`src/rtl/elastic_demux.sv`:
```
// elastic_demux: elastic 1-to-N valid/ready demultiplexer with a 2-entry {sel,data} FIFO.
//   clk, rst_n          clock, synchronous active-low reset
//   sel, in_data        destination index and word, captured with an accepted beat
//   in_valid, in_ready  input handshake; in_ready comes from registered FIFO state
//   out_data            NUM_OUTPUTS packed slices; only the head's slice is non-zero
//   out_valid, out_ready per-output handshake, at most one valid bit high
//   sel_err             sticky flag: a beat with an out-of-range sel was dropped
module elastic_demux #(
    parameter int NUM_OUTPUTS = 2,
    parameter int DATA_WIDTH  = 32
) (
    input  logic                              clk,
    input  logic                              rst_n,
    input  logic [$clog2(NUM_OUTPUTS)-1:0]    sel,
    input  logic [DATA_WIDTH-1:0]             in_data,
    input  logic                              in_valid,
    output logic                              in_ready,
    output logic [NUM_OUTPUTS*DATA_WIDTH-1:0] out_data,
    output logic [NUM_OUTPUTS-1:0]            out_valid,
    input  logic [NUM_OUTPUTS-1:0]            out_ready,
    output logic                              sel_err
);
    localparam int SW = $clog2(NUM_OUTPUTS);
    logic [1:0]            count_q, count_d;
    logic [SW-1:0]         sel_q  [2];
    logic [SW-1:0]         sel_d  [2];
    logic [DATA_WIDTH-1:0] data_q [2];
    logic [DATA_WIDTH-1:0] data_d [2];
    logic                  sel_err_q, sel_err_d;
    logic                  head_ok, head_bad, push, pop, wr;
    // Entry 0 is always the head; a pop shifts entry 1 down.
    always_comb begin
        head_ok   = rst_n && count_q != 2'd0 && int'(sel_q[0]) < NUM_OUTPUTS;
        head_bad  = rst_n && count_q != 2'd0 && !(int'(sel_q[0]) < NUM_OUTPUTS);
        in_ready  = rst_n && count_q != 2'd2;
        out_valid = '0;
        out_data  = '0;
        if (head_ok) begin
            out_valid[sel_q[0]] = 1'b1;
            out_data[int'(sel_q[0])*DATA_WIDTH +: DATA_WIDTH] = data_q[0];
        end
        sel_err   = sel_err_q || head_bad;
    end
    // An out-of-range head is dropped at the first edge it sits at the head.
    always_comb begin
        push      = in_valid && in_ready;
        pop       = head_bad || |(out_valid & out_ready);
        count_d   = count_q + {1'b0, push} - {1'b0, pop};
        wr        = count_q == 2'd1 && !pop;
        sel_d     = sel_q;
        data_d    = data_q;
        if (pop) begin
            sel_d[0]  = sel_q[1];
            data_d[0] = data_q[1];
        end
        if (push) begin
            sel_d[wr]  = sel;
            data_d[wr] = in_data;
        end
        sel_err_d = sel_err_q || head_bad;
    end
    always_ff @(posedge clk) begin
        if (!rst_n) begin
            count_q   <= 2'd0;
            sel_err_q <= 1'b0;
        end else begin
            count_q   <= count_d;
            sel_err_q <= sel_err_d;
        end
    end
    // Payload needs no reset: it is masked whenever count is zero.
    always_ff @(posedge clk) begin
        sel_q  <= sel_d;
        data_q <= data_d;
    end
endmodule
```
`config.mk`:
```
export PLATFORM = sky130hd
export DESIGN_NAME = elastic_demux
export DESIGN_NICKNAME = d
export VERILOG_FILES = /design/src/rtl/elastic_demux.sv
export SDC_FILE = /design/constraint.sdc
export NUM_CORES = 1
export LEC_CHECK = 0
export CORE_ASPECT_RATIO = 0.75
export CORE_MARGIN = 2
export CORE_UTILIZATION = 49
export CTS_BUF_LIST = sky130_fd_sc_hd__clkbuf_16
export CTS_CLUSTER_SIZE = 24
export DETAILED_ROUTE_END_ITERATION = 10
export HOLD_SLACK_MARGIN = 0.02
export PLACE_DENSITY_LB_ADDON = 0.25
export SKIP_LAST_GASP = 1
export SLEW_MARGIN = 20
export SYNTH_ARGS = -nofsm -noshare
export SYNTH_HDL_FRONTEND = slang
export SYNTH_SLANG_ARGS = --single-unit
```
`constraint.sdc`:
```
create_clock -name clk -period 6.48 [get_ports clk]
set_input_delay 0.972 -clock clk [delete_from_list [all_inputs] [get_ports clk]]
set_output_delay 0.972 -clock clk [all_outputs]
set_load 0.01 [all_outputs]
```
# ---- Word-level counts from Yosys, hierarchy flattened
# Index checks and enable logic that the tools add are counted.
dict set report totals {
  reg_bits 68
  memories 0
  ram_bits 0
  latch_bits 0
  mem_bits_ro 0
  output_inout_bits 68
  input_bits 38
  elab_cells 42
}
dict set report op_classes {
  n_addsub 3
  shifts 2
  n_bitwise 3
  n_div 0
  n_eq_ne 2
  reduce_logical 9
  muxes 14
  order_cmp 4
  mul 0
}
# op count
set op_table {}
lappend op_table {{$mux 64} 2}
lappend op_table {{$and 64x64->64} 1}
lappend op_table {{$bwmux 64} 1}
lappend op_table {{$mux 32} 2}
lappend op_table {{$shift 32x33->64 const A} 1}
lappend op_table {{$shiftx 32x33->64} 1}
lappend op_table {{$neg 6->33} 1}
lappend op_table {{$demux 32 s1} 1}
lappend op_table {{$logic_and 1x1->1} 6}
lappend op_table {{$mux 2} 2}
lappend op_table {{$mux 1} 3}
lappend op_table {{$add 2x1->2} 1}
lappend op_table {{$and 2x2->2} 1}
lappend op_table {{$bwmux 2} 1}
lappend op_table {{$demux 1 s1} 2}
lappend op_table {{$eq 2x1->1 const B} 1}
lappend op_table {{$ge 2x2->1 const B} 1}
lappend op_table {{$lt 1x2->1 const B} 1}
lappend op_table {{$lt 2x1->1 const B} 1}
lappend op_table {{$ne 2x2->1 const B} 1}
lappend op_table {{$not 1->2} 1}
lappend op_table {{$reduce_bool 2->1} 1}
lappend op_table {{$reduce_or 2->1} 1}
lappend op_table {{$sub 2x1->2} 1}
lappend op_table {{other kinds (2)} 2}

# ---- Depth between registers and ports, before layout
# Gate-level depths: netlist of run 1.
dict set report logic_depth {
  ltp_word 16
  mapped_depth 11
  depth_no_buf 9
}

# ---- Worst setup path before layout of run 1
# OpenSTA, ideal clock, no wires.
dict set report synth_path {
  path_kind {input to register}
  from {input out_ready[0]}
  to {register with a tool-made name}
  setup_time_ns 0.474
  path_buffers 0
  path_stages 2
  slack_ns 2.216
  arrival_ns 3.791
  required_ns 6.006
  cell_sequence {mux2_4 a211oi_1}
}
# item line
set synth_lines {}
lappend synth_lines {{start: declaration} 20} ;# input logic [NUM_OUTPUTS-1:0] out_ready,

# ---- Final worst setup path of run 1
dict set report layout_path {
  from {input rst_n}
  to {output out_data[20]}
}
dict set report layout_via {
  elab_chain_cells 2
}
# item line
set layout_lines {}
lappend layout_lines {{start: declaration} 13} ;# input logic rst_n,
lappend layout_lines {{$logic_and 1x1->1} -}
lappend layout_lines {{$mux 64} 38} ;# if (head_ok) begin
lappend layout_lines {{end: declaration} 18} ;# output logic [NUM_OUTPUTS*DATA_WIDTH-1:0] out_data,
# No other way between the ends.

==> results.md, run 1 <==
* Hold Path Class: reg2reg
* Slew Limit Fails at 0
* Worst path required time at approximately 5.5 ns
* Post-synth top area cell: edfxtp_1
* Routed via count at 2318
* Die ar. at 0.00684 sq mm
* Syn avg cell area at between 10 and 15 sq um
* Num ports at roughly 110
* Post-synthesis sequential area ratio at between 50% and 60%
* Outcome: finished clean
* Worst-case reg-to-reg path depth at 8
* Post-Syn Area at around 0.003 sq mm
* Cell Pwr Density at between 300 and 400 mW/mm^2
* Post-synthesis cell count at between 200 and 300
* Critical path data arrival time at 3.06 ns
* Slowest-stage cell, CP: clkdlybuf4s50_1
* IO buf count at about 100
* Initial antenna violation count at 0
* Maximum clock path buffer count at 2
* Setup bufs post-CTS at 0
* Pleak at around 1.8 nW
* Placement Setup Slack at about 2.5 ns
* Relative slew slack at between 40% and 50%
* Layout cells sized above 1 at 6.12%
* Height of the die at 72.1 um
* NumNets Final at 411
* Slew @ Worst Pin at 0.853 ns
* Critical Path End: out_data[20]
* Post-layout min period at a little over 4 ns
* # hold bufs at CTS at 0
* Horiz. Die Dim at 94.8 um
* CP Capture Type: output port
* Max FO, Critical Path at 66
* Clk_lat worst skew at between 0.3 and 0.4 ns
* Drt pass-1 iters at 4
* Overflow after GRT at 0
* Reg-to-reg startpoint: sel_q[1]
* Routed WL per cell at ~15 um
* Reg2Reg Capture Point: count_q[1]
* VDD IR max at 0.229 mV
* Clock Skew at between 0.002 and 0.0025 ns
* Final WS setup at around 2.4 ns
* Area Growth Syn to Fin at 43.2%
* Number of global-route vias before repair at between 2000 and 2500
* Final HPWL DP at about 4300 um
* Remaining DRCs at 0
* Startpoint Class: input port
* Cell variety after synth at 24
* CP Cell Sequence: clkdlybuf4s50_1 > o21a_1 > buf_4 > and3_1 > clkdlybuf4s50_1
* WL final at around 6900 um
* Max-cap viol count at 0
* Crit-path most repeated cell: clkdlybuf4s50_1
* Global placement routability congestion at 0.715
* CTS Buf Count at 9
* Antenna viol nets, final at 0
* Iter 0 DRT Violations at about 150
* Post-Route Setup TNS at 0 ns
* GR Util All Layers at 20.9%
* Slowest cell delay on critical path at between 0.6 and 0.7 ns
* Pin count of the biggest net entering global routing at 67
* Max Clk Rate at 248 MHz
* Placeable core area at 0.00589 sq mm
* Clk sinks at 68
* Crit path from: rst_n
* Synthesized flop and latch total at between 60 and 70
* Starting density of the core at 51.5%
* Yosys warns at 0
* Global-route wire length before repair at between 10000 and 15000 um
* Top-area cell type share of the netlist area at between 30% and 40%
* Fin. Hold Viols at 0
* Crit Path Class: in2out
* Resize count post-CTS at 0
* Reg2Reg Setup Slack at 3.84 ns
* DR vias/cell at 5.11
* TritonCTS clock tree: done
* Reg clk slew, reported paths at ~0.050 ns
* Root Driver: clkbuf_16
* RSZ-0062 raised after global routing: false
* Row Count at 24
* Syn Nets at approximately 320
* # diodes at 0
* Htree depth at 3
* Filler Cells Inserted at approximately 470
* Final worst-path cycle share at between 60% and 70%
* # setup viols final at 0
* Dominant cells by area after synthesis: edfxtp_1, dfxtp_1, and3_1
-- per-layer routing --
metal  track usage, %  routed length [um]  vias to the layer above
met1             26.4                3090                     1064
met4             6.44                  65                        0
met3             8.20                 450                        6
met5                0                   0                        -
li1                 -                   -                     1181
met2             33.6                3260                       67
-- power by group --
group	leakage (nW)	switching, mW	internal [mW]
logic	1.04	0.238	0.266
registers	0.592	0.106	0.576
clock network	0.148	0.171	0.292
-- stage by stage --
step,total power [mW],hold WS (ns),utilization (%),cells,area (sq um)
2_1_floorplan,0.978,0.509,-,279,3030
3_3_place_gp,1.17,0.518,68.9,438,4060
3_5_place_dp,1.19,0.530,68.9,438,4060
4_1_cts,1.66,0.542,73.8,454,4340
5_1_grt,1.74,0.554,73.8,454,4340
6_report,1.65,0.539,73.8,454,4340
-- synthesized netlist by cell type (all sizes together) --
cell type  number
o2111ai         1
conb            1
and3           64
nor2           35
a211oi          1
edfxtp         33
buf            13
dfxtp          35
mux2            1
a22oi           1
nand2           2
nand2b          2
mux2i          32
clkbuf         13
xnor2           2
o21a            1
a21oi          33
and2            4
inv             2
ha              2
o21ai           1
-- placed cells by master, fill, tap and decap left out, types with 2 or more instances in the layout --
| cell | instances |
|---|---|
| nor2_1 | 35 |
| xnor2_1 | 2 |
| nand2_1 | 2 |
| dfxtp_1 | 34 |
| mux2i_1 | 32 |
| and2_1 | 3 |
| and3_1 | 64 |
| clkdlybuf4s50_1 | 104 |
| ha_1 | 2 |
| inv_1 | 4 |
| clkinv_2 | 3 |
| nand2b_1 | 2 |
| a21oi_1 | 33 |
| buf_4 | 3 |
| edfxtp_1 | 33 |
| clkbuf_16 | 9 |
-- layout make-up --
cell class	count	area (sq um)	share of cell area, %
multi-input cells	183	1200	27.6
clock inverters	7	60.1	1.38
inverters	2	7.51	0.173
repair buffers	107	1060	24.5
well taps	78	97.6	2.25
flip-flops and latches	68	1690	39.0
clock buffers	9	225	5.18
-- logic make-up after synthesis --
logic type | Yosys count | synth area share [%]
muxes | 33 | 11.1
adders and majority gates | 2 | 0.825
xor gates and xnor gates | 2 | 0.578
AOI/OAI and AO/OA | 38 | 7.01
and+or+nand+nor | 107 | 19.1
other | 1 | 0.124
buffers and inverters | 28 | 5.53
DFF | 68 | 55.8
-- critical path, delay by kind of cell --
family,cells,cell delay [ns]
buffers and inverters,3,1.65
AND/OR/NAND/NOR,1,0.26
AO/OA/AOI/OAI,1,0.17
-- worst min-delay path by stage --
stage,startpoint,to,slack [ns],cells after the start
finish,register,data_q[54],0.54,2
global route,register,data_q[48],0.55,2
CTS,register,data_q[54],0.54,2
detailed placement,register,data_q[35],0.53,2
global placement,register,data_q[62],0.52,2
floorplan,register,data_q[32],0.51,2
No activity file was read; power rests on OpenSTA's default activity.
==> inputs of run 2 (changes only) <==
Settings changed: CORE_UTILIZATION 49 to 41.
Clock period 6.48 ns to 3.5 ns, I/O delays scaled along.
==> run 2 against run 1 <==
Hold slack got worse by 0.0013 ns. Register-to-register slack got worse by 2.6 ns. Total power increased by 87%. Sequential cell count did not move. Non-clock buffer count up 3. Sequential share of layout area is 0.66 points lower. Die area increased by 19%. Via count down 0.17%.
==> results.md, run 2 (synthesis results as in run 1) <==
* Outcome: finished clean
* Initial antenna violation count at 0
* Max-cap viol count at 0
* Area Growth Syn to Fin at 45.6%
* # hold bufs at CTS at 0
* # diodes at 0
* Root Driver: clkbuf_16
* Critical path data arrival time at between 2 and 2.5 ns
* Fin. Hold Viols at 0
* Grt peak-use layer: met2
* Starting density of the core at about two fifths
* Pin count of the biggest net entering global routing at 39
* Crit-path most repeated cell: clkdlybuf4s50_1
* Drt pass-1 iters at 4
* Iter 0 DRT Violations at 70
* Crit Path Class: in2out
* Overflow after GRT at 0
* Setup bufs post-CTS at 0
* DR vias/cell at 4.82
* Global-route wire length before repair at between 10000 and 15000 um
* Hold Path Class: reg2reg
* Antenna viol nets, final at 0
* Met3 Resource Use GR at 6.06%
* Placeable core area at about 0.0073 sq mm
* WL final at ~6900 um
* Height of the die at 78.5 um
* Most frequent cells in the layout: clkdlybuf4s50_1, and3_1, nor2_1, dfxtp_1
* Clk sinks at ~70
* Placed insts at about 460
* Clk_lat worst skew at ~0.32 ns
* Number of global-route vias before repair at between 2000 and 2500
* RSZ-0062 raised after global routing: false
* Die ar. at between 0.008 and 0.009 sq mm
* Placement Setup Slack at slightly above 0.5 ns
* Leading cell type in the layout, fill and taps excluded: clkdlybuf4s50_1
* Hold_ws at ~0.54 ns
* Reg2Reg Setup Slack at 1.21 ns
* Remaining DRCs at 0
* Slew @ Worst Pin at just under 0.9 ns
* Num ports at 106
* Total Power at between 3 and 4 mW
* Worst path required time at 2.97 ns
* Slowest-stage cell, CP: clkdlybuf4s50_1
* Pleak at approximately 1.8 nW
* Clock Skew at 0.00468 ns
* Post-Route Setup TNS at 0 ns
* VDD IR max at roughly 0.37 mV
* Resize count post-CTS at 0
* Routed WL per cell at 14.5 um
* Layout cells sized above 1 at between 6 and 7%
* CP Cell Sequence: clkdlybuf4s50_1 > o21a_1 > buf_4 > and3_1 > clkdlybuf4s50_1
* Max Clk Rate at 338 MHz
* M1 GR Usage at 23.0%
* Routed via count at 2314
* NumNets Final at 414
* Non-Filler Instances at 480
* CTS Buf Count at 9
* Relative slew slack at between 40% and 50%
* Cell Pwr Density at 699 mW/mm^2
* Maximum clock path buffer count at 2
* Max FO, Critical Path at 38
* Post-layout min period at 2.96 ns
* CP Capture Type: output port
* Final worst-path cycle share at 84.5%
* Slew Limit Fails at 0
* Met2 Use GR at between 20 and 30%
* Final WS setup at roughly 0.54 ns
* Final HPWL DP at about 4600 um
* Horiz. Die Dim at around 100 um
* Startpoint Class: input port
* # setup viols final at 0
* Row Count at 27
* GR Util All Layers at roughly 18%
* IO buf count at 104
* Global placement routability congestion at roughly 0.74
* Htree depth at 3
* Slowest cell delay on critical path at between 0.6 and 0.7 ns
* Reg clk slew, reported paths at roughly 0.050 ns
* TritonCTS clock tree: done
run 2: per-layer routing:
metal  wire [um]  vias to the layer above
li1            -                     1185
met1        3380                     1056
met2        3150                       67
met3         372                        6
met4          42                        0
met5           0                        -
run 2: report_power, final:
part | total [mW] | switching (mW) | internal [mW]
sequential | 1.21 | 0.148 | 1.06
clock | 0.867 | 0.320 | 0.547
combinational | 1.01 | 0.496 | 0.511
run 2: cell type report:
class	count	area, sq um
Clock buffer	9	225
Clock inverter	7	68.8
Fill cell	638	2850
Inverter	2	7.51
Multi-Input combinational cell	183	1200
Sequential cell	68	1690
Tap cell	101	126
Timing Repair Buffer	110	1100
run 2: worst paths after layout:
kind	start	endpoint	cells past startpoint
hold reg to reg	register	data_q[60]	2
setup reg to reg	sel_q[1]	count_q[1]	9
hold / removal	register	data_q[60]	2
setup / recovery	rst_n	out_data[9]	5
run 2: per-stage QoR:
| step | util (%) | area (sq um) |
|---|---|---|
| final | 60.8 | 4420 |
| after global routing | 60.8 | 4420 |
| after CTS | 60.8 | 4420 |
| after detailed placement | 56.7 | 4120 |
| after global placement | 56.7 | 4120 |
| after floorplan | - | 3040 |
run 2: critical path, delay by kind of cell:
| family | cells | cell delay [ns] |
|---|---|---|
| AO/OA/AOI/OAI | 1 | 0.19 |
| buffers and inverters | 3 | 1.49 |
| AND/OR/NAND/NOR | 1 | 0.21 |
==> inputs of run 3 (changes only) <==
Settings changed: CORE_UTILIZATION 41 to 45.
Clock period 3.5 ns to 3 ns, I/O delays scaled along.
==> run 3 against run 2 <==
Sequential cell count is the same. Core utilization rose by 8.2 points. Clock-buffer cell count stayed put. Register-to-register slack lost 0.32 ns. Sequential share of layout area is essentially flat. Non-clock buffer count rose by 3. Sequential power increased by 21%. Final area grew 0.20%. Via count up 3.8%.
==> results.md, run 3 (synthesis results as in run 1) <==
* Filler Cells Inserted at roughly 500
* Worst-case reg-to-reg path depth at 8
* Slew Limit Fails at 0
* Cell Pwr Density at a little over 800 mW/mm^2
* VDD IR max at between 0.4 and 0.5 mV
* Worst path required time at ~2.6 ns
* Starting density of the core at a little under half
* GR Util All Layers at roughly a fifth
* Clock Skew at 0.00283 ns
* # diodes at 0
* Antenna viol nets, final at 0
* Global placement routability congestion at 0.743
* Drt pass-1 iters at 4
* Area Growth Syn to Fin at 45.9%
* Slowest-stage cell, CP: dfxtp_2
* Crit Path Class: reg2out
* Total Power at between 3 and 4 mW
* Pleak at 1.81 nW
* Remaining DRCs at 0
* Startpoint Class: register
* Max Clk Rate at between 300 and 400 MHz
* Outcome: finished clean
* Horiz. Die Dim at around 100 um
* Sequential standard cell area at about 0.0017 sq mm
* Overflow after GRT at 0
* Num ports at 106
* WL final at about 7200 um
* Critical path data arrival time at 2.12 ns
* Global-route wire length before repair at 11400 um
* Htree depth at 3
* Hold_ws at between 0.5 and 0.6 ns
* NumNets Final at between 400 and 500
* CTS Buf Count at 9
* DR vias/cell at ~5.2
* Routed WL per cell at about 16 um
* Reg2Reg Capture Point: count_q[1]
* Row Count at 25
* TritonCTS clock tree: done
* Reg2Reg Setup Slack at just under 0.9 ns
* Hold Path Class: reg2reg
* Clk_lat worst skew at between 0.3 and 0.4 ns
* Reg clk slew, reported paths at ~0.05 ns
* Max-cap viol count at 0
* Fin. Hold Viols at 0
* Die ar. at 0.00742 sq mm
* Multi-input gate area at 0.00120 sq mm
* Number of global-route vias before repair at roughly 2300
* Final core utilization at between 60% and 70%
* Clk sinks at between 60 and 70
* CP Capture Type: output port
* Root Driver: clkbuf_16
* Hold path endpoint: data_q[36]
* Post-Route Setup TNS at 0 ns
* Final worst-path cycle share at 85.7%
* Final HPWL DP at just under 5000 um
* Number of buffer and inverter stages on the critical path at 2
* Initial antenna violation count at 0
* # setup viols final at 0
* RSZ-0062 raised after global routing: false
* # hold bufs at CTS at 0
* Height of the die at around 75 um
* IO buf count at roughly 100
* Post-layout min period at between 2 and 3 ns
* CP Cell Sequence: clkinvlp_4 > nor2_1 > clkdlybuf4s50_1
* Most frequent cells in the layout: clkdlybuf4s50_1, and3_1, nor2_1
* Placeable core area at ~0.0064 sq mm
* Reg-to-reg startpoint: sel_q[1]
* Post-DP Area at 0.00412 sq mm
* Pin count of the biggest net entering global routing at 67
* Max FO, Critical Path at 19
* Routed via count at around 2400
* Maximum clock path buffer count at 2
* Family with the most delay on the worst path: buffers and inverters
* Slowest cell delay on critical path at a little under 0.6 ns
* Layout cells sized above 1 at under 10%
* Iter 0 DRT Violations at 104
* Hold Path Stages at 2
* Leading cell type in the layout, fill and taps excluded: clkdlybuf4s50_1
* Final instance area at about 0.0044 sq mm
[run 3: layout make-up]
cell class,count,area share (%)
inverters,2,0.255
flip-flops and latches,68,38.3
clock inverters,7,1.53
well taps,81,2.29
repair inverters,1,0.170
multi-input cells,183,27.1
clock buffers,9,5.09
repair buffers,113,25.3
[run 3: routing by layer]
| layer | up-vias | part of all wire (%) | track usage (%) |
|---|---|---|---|
| li1 | 1197 | - | - |
| met1 | 1114 | 46 | 26.9 |
| met2 | 84 | 45 | 31.0 |
| met3 | 8 | 8.2 | 7.24 |
| met4 | 0 | 0.94 | 6.39 |
| met5 | - | 0 | 0 |
[run 3: what timing repair did]
item,in CTS,in global routing
endpoints found under the setup margin,0,33
gates resized for setup,0,3
setup buffers,0,0
[run 3: worst min-delay path: stages (launching register included)]
cell and delay [ns]:
edfxtp_1 0.31, mux2i_1 0.06, a21oi_1 0.13
[run 3: where the power goes]
group | switching (mW) | internal, mW
Sequential | 0.213 | 1.24
Clock | 0.379 | 0.639
Combinational | 0.571 | 0.604
Total | 1.16 | 2.49
[run 3: metrics by stage]
step	setup slack, ns	std cells
global route	0.292	464
finish	0.430	464
detailed placement	0.432	447
global placement	0.468	447
floorplan	0.392	279
CTS	0.111	463
[run 3: how the worst max path moves through the flow]
stage / from / cells past startpoint / endpoint / slack [ns]
3_3_place_gp: rst_n / 5 / out_data[26] / 0.47
4_1_cts: sel_q[1] / 3 / out_data[25] / 0.11
6_report: sel_q[1] / 3 / out_valid[1] / 0.43
5_1_grt: sel_q[1] / 3 / out_valid[1] / 0.29
3_5_place_dp: rst_n / 5 / out_data[25] / 0.43
2_1_floorplan: sel_q[1] / 3 / register / 0.39
